[config.mk]
export PLATFORM = sky130hd
export DESIGN_NAME = input_memory_bank
export DESIGN_NICKNAME = d
export VERILOG_FILES = /design/src/rtl/input_memory_bank_pkg.sv /design/src/rtl/imem_ram_core.sv /design/src/rtl/input_memory_bank.sv
export SDC_FILE = /design/constraint.sdc
export NUM_CORES = 2
export LEC_CHECK = 0
export BUFFER_PORTS_ARGS = -buffer_cell sky130_fd_sc_hd__buf_2
export CORE_ASPECT_RATIO = 0.6
export CORE_UTILIZATION = 65
export DETAILED_ROUTE_END_ITERATION = 10
export HOLD_SLACK_MARGIN = 0.15
export PLACE_DENSITY = 0.9
export REMOVE_ABC_BUFFERS = 1
export SYNTH_ARGS = -nofsm -noshare
export SYNTH_HDL_FRONTEND = slang
export SYNTH_HIERARCHICAL = 1
export SYNTH_SLANG_ARGS = --single-unit
[constraint.sdc]
create_clock -name clk -period 12.9 [get_ports clk]
set_input_delay 1.935 -clock clk [delete_from_list [all_inputs] [get_ports clk]]
set_output_delay 1.935 -clock clk [all_outputs]
set_load 0.03 [all_outputs]
[src/rtl/input_memory_bank_pkg.sv]
// input_memory_bank_pkg: shared FSM encoding and default geometry for the input memory bank
package input_memory_bank_pkg;
  localparam int DEF_DATA_W = 32;
  localparam int DEF_ADDR_W = 6;
  typedef enum logic {ST_CLEAR = 1'b0, ST_IDLE = 1'b1} state_t;
endpackage

[src/rtl/imem_ram_core.sv]
// imem_ram_core: unreset storage with one synchronous write port and one synchronous read-first read port
module imem_ram_core #(
  parameter int DATA_W = 32,
  parameter int ADDR_W = 6
)(
  input  logic              clk,
  input  logic              we,
  input  logic [ADDR_W-1:0] waddr,
  input  logic [DATA_W-1:0] wdata,
  input  logic              re,
  input  logic [ADDR_W-1:0] raddr,
  output logic [DATA_W-1:0] q
);
  logic [DATA_W-1:0] mem [2**ADDR_W];
  // write port
  always_ff @(posedge clk)
    if (we) mem[waddr] <= wdata;
  // read port: samples old contents on a same-address write, holds when idle
  always_ff @(posedge clk)
    if (re) q <= mem[raddr];
endmodule

[src/rtl/input_memory_bank.sv]
// input_memory_bank: RAM bank zero-filled by a sweep after reset or clr; INPUT_MEMORY_BANK_BYPASS_EN enables write-first forwarding
module input_memory_bank
  import input_memory_bank_pkg::*;
#(
  parameter int DATA_W = DEF_DATA_W,
  parameter int ADDR_W = DEF_ADDR_W
)(
  input  logic              clk,
  input  logic              rst_n,
  input  logic              clr,
  input  logic              wr_en,
  input  logic [ADDR_W-1:0] wr_addr,
  input  logic [DATA_W-1:0] wr_data,
  input  logic              rd_en,
  input  logic [ADDR_W-1:0] rd_addr,
  output logic [DATA_W-1:0] rd_data,
  output logic              rd_valid,
  output logic              busy,
  output logic              access_err
);
  state_t            state, state_nxt;
  logic [ADDR_W-1:0] clr_cnt, ram_waddr;
  logic [DATA_W-1:0] ram_wdata, ram_q;
  logic              acc_ok, wr_ok, rd_ok, ram_we, has_rd;
  // state register
  always_ff @(posedge clk or negedge rst_n)
    if (!rst_n) state <= ST_CLEAR;
    else state <= state_nxt;
  // next state: clr always (re)starts a sweep; the sweep ends after writing the last word
  always_comb
    state_nxt = clr ? ST_CLEAR : (state == ST_CLEAR && !(&clr_cnt)) ? ST_CLEAR : ST_IDLE;
  // outputs and RAM port steering: the sweep owns the write port, clr suppresses user accesses
  always_comb begin
    busy      = state == ST_CLEAR;
    acc_ok    = !busy && !clr;
    wr_ok     = acc_ok && wr_en;
    rd_ok     = acc_ok && rd_en;
    ram_we    = busy || wr_ok;
    ram_waddr = busy ? clr_cnt : wr_addr;
    ram_wdata = busy ? '0 : wr_data;
  end
  // sweep counter, read qualifier and sticky access error
  always_ff @(posedge clk or negedge rst_n)
    if (!rst_n) begin
      clr_cnt    <= '0;
      rd_valid   <= 1'b0;
      has_rd     <= 1'b0;
      access_err <= 1'b0;
    end else begin
      clr_cnt    <= (busy && !clr) ? clr_cnt + 1'b1 : '0;
      rd_valid   <= rd_ok;
      has_rd     <= has_rd || rd_ok;
      access_err <= (!busy && clr) ? 1'b0 : access_err || (busy && (wr_en || rd_en));
    end
  imem_ram_core #(.DATA_W(DATA_W), .ADDR_W(ADDR_W)) u_ram (
    .clk   (clk),
    .we    (ram_we),
    .waddr (ram_waddr),
    .wdata (ram_wdata),
    .re    (rd_ok),
    .raddr (rd_addr),
    .q     (ram_q)
  );
`ifdef INPUT_MEMORY_BANK_BYPASS_EN
  logic              fwd_sel;
  logic [DATA_W-1:0] fwd_data;
  // capture write data when a read hits the address being written this cycle
  always_ff @(posedge clk or negedge rst_n)
    if (!rst_n) begin
      fwd_sel  <= 1'b0;
      fwd_data <= '0;
    end else if (rd_ok) begin
      fwd_sel  <= wr_ok && wr_addr == rd_addr;
      fwd_data <= wr_data;
    end
  assign rd_data = !has_rd ? '0 : fwd_sel ? fwd_data : ram_q;
`else
  assign rd_data = has_rd ? ram_q : '0;
`endif
endmodule

==> results.toml <==
[detailed_routing]
vias = 43430
post_drt_via_cell_ratio = 8.07
drt_iter0_markers = 10173
remaining_drc_errors = 1
ant_nets = 0
wl_per_cell_um = 46.8
dr.pass1.iters = 11
wirelength_um = 252000

[placement]
dp_slack_ns = 6.24
hpwl_um = 127000
postPlaceCellArea_um2 = 82800
dp.cells = 5073
routabilityCongestion = 0.895
io_buffers = 83

[power]
vdd_ir_drop_max_mv = 0.139
leakage_nw = 29.4
fin_total_pwr_mw = 13.3
power.density_nw_per_um2 = 151

[sta]
fin_tns_setup_ns = 0
hold-worst-slack_ns = 0.621
tightestPinTransition_ns = 1.65
setup_ws_ns = 6.91
finalCritPeriodShare_pct = 46.5
rsz0062_at_grt = "false"
finalSetupViolCount = 0
fmax_mhz = 167
drv_slew = 2
skew_ns = 0.0457
fin_crit_ns = 5.99
slew_headroom_pct = -9.68
final-hold-violation-count = 0

[cells_and_area]
drive_above_1_share_pct = 28.9
final_nets = 3675
fillerInstances = 5957
area_delta_synth_final_pct = 10.3
utilization_pct = 72.3
stdcell_area_um2 = 88000
stdcell_count = 5379

[synthesis]
async_flop_share_pct = 0.478
synthesis.instances = 3441
ys_types = 41
syn-cell-area_um2 = 79700
avgSynthCellArea_um2 = 23.2
seq_area_frac_synth_pct = 78.6
synth-edff-count = 2080
synth_seq_cells = 2090
synth-main-ff-cell = "edfxtp_1"
yosys_warnings = 6

[floorplanning]
io_pins = 84
start_util_pct = 65.6
die_w_um = 454
die_y_um = 273
die_area_um2 = 124000
coreArea_um2 = 122000
fp-row-count = 99

[critical_path]
crit_type = "primary input to flop"
worstReg2RegStart = "state$_DFF_PN0_"
reg2reg_slack_ns = 8.61
start_kind = "primary input"
reg2regPathDepth = 6
cp_data_required_time_ns = 13.41
cp-end-kind = "flop"
r2r_end = "u_ram/mem[29][5]$_DFFE_PP_"
cp.arrival_ns = 6.51
path_max_fanout = 70

[clock_tree]
cts_resized = 0
ctsHoldBuffers = 0
ctsHtreeMaxLevel = 4
postCtsSetupBuffers = 0
cts_tree = "yes"
clk_pin_slew_worst_paths_ns = 0.08
clk_latency_ns = 0.84
cts_sinks = 2090
clockBufferDepth = 3
cts-root-buf = "clkbuf_16"
cts-buffers-inserted = 166

[grt]
grt_max_degree = 103
antenna_found_initial = 23
grt_pass1_wl_um = 342000
grt_use_total_pct = 41.1
grt-ovfl-total = 0
grt_pass1_vias = 42297

[min_path]
hold_start = "state$_DFF_PN0_"
hp-class = "flop to flop"
min_to = "access_err$_DFF_PN0_"
min_delay_path_depth = 1

[status]
violations = "design-rule violations, max-capacitance violations, max-slew violations"
status = "complete, but fails checks"

[job]
cap_viol_max_count = 2
## cells in the mapped netlist, types with 5 or more instances
library cell | instances | area [um2]
a21oi_1 | 65 | 325
a22oi_1 | 12 | 90.1
a311oi_1 | 8 | 70.1
and2_1 | 66 | 413
and3_1 | 5 | 31.3
buf_1 | 21 | 78.8
buf_2 | 58 | 290
buf_4 | 25 | 188
buf_6 | 5 | 56.3
clkbuf_1 | 81 | 304
dfrtp_1 | 10 | 250
edfxtp_1 | 2080 | 62500
mux2_2 | 6 | 67.6
mux2i_1 | 93 | 931
mux4_2 | 544 | 12300
nand2_1 | 28 | 105
nand2b_1 | 9 | 56.3
nand3_1 | 7 | 35.0
nand3b_1 | 5 | 37.5
nor2_1 | 143 | 537
nor2b_1 | 15 | 93.8
nor3_1 | 8 | 40.0
o221ai_1 | 27 | 236
o22ai_1 | 84 | 526
## flip-flops by register name, indices dropped and copies added (netlist names)
register / count
access_err: 1
u_ram/q: 32
state: 1
clr_cnt: 6
u_ram/mem: 2048
rd_valid: 1
has_rd: 1
## kinds of logic (layout without fill, tap and decap cells)
group	Yosys count	count (layout)	share of synthesized area, %
XOR/XNOR	3	3	0.0330
other	0	8	0
buffers and inverters	193	507	1.16
AND/OR/NAND/NOR	304	304	1.86
multiplexers	643	643	16.6
adder cells (fa/ha/maj)	1	1	0.0157
AO/OA/AOI/OAI	207	207	1.68
flip-flops	2090	2090	78.6
## area by class of cell
class | count | area (um2) | area share, %
Inverter | 3 | 11.3 | 0.0128
Tap cell | 1616 | 2020 | 2.30
Multi-Input combinational cell | 1158 | 16600 | 18.9
Timing Repair Buffer | 206 | 1400 | 1.59
Sequential cell | 2090 | 62700 | 71.3
Antenna cell | 8 | 20.0 | 0.0228
Clock inverter | 82 | 734 | 0.835
Clock buffer | 216 | 4460 | 5.07
## per-layer routing
layer  vias to the layer above  GRT usage, %  share of wire [%]
met5                         -         0.152              0.054
met4                        22          21.0                7.3
met3                      1321          18.8                 19
met2                      5530          60.8                 44
met1                     21578          52.0                 29
li1                      14979             -                  -
## where the power goes
| part | switching (mW) | internal [mW] | total (mW) |
|---|---|---|---|
| Clock | 2.51 | 2.67 | 5.19 |
| Combinational | 0.432 | 0.231 | 0.664 |
| Sequential | 0.0194 | 7.39 | 7.41 |
| Total | 2.97 | 10.3 | 13.3 |
## worst max-delay path, cell delays in order
cell and delay, ns:
buf_8 0.57, buf_4 0.73, buf_4 0.82, mux4_2 0.62, mux2i_1 0.30, nor2_1 0.13
a311oi_1 1.10, nor3_1 0.19
## worst max path at each step
stage	start	end	slack, ns	cells past startpoint
finish	rd_addr[0]	u_ram/q[17]$_DFFE_PP_	6.91	8
global route	rd_addr[0]	u_ram/q[17]$_DFFE_PP_	6.66	8
CTS	rd_addr[0]	u_ram/q[19]$_DFFE_PP_	7.01	7
detailed placement	rd_addr[0]	u_ram/q[19]$_DFFE_PP_	6.24	7
global placement	rd_addr[0]	u_ram/q[19]$_DFFE_PP_	6.31	7
floorplan	wr_en	u_ram/mem[48][0]$_DFFE_PP_	7.53	5
## placed cells by master (no fill, tap or decap), types with 63 or more instances in the layout
cell type	instances
edfxtp_1	2080
mux4_2	544
clkbuf_16	171
buf_4	122
mux2i_1	93
o22ai_1	84
nor2_1	80
buf_2	79
a21oi_1	65
nor2_4	63
Power figures use the tool's default switching activity.
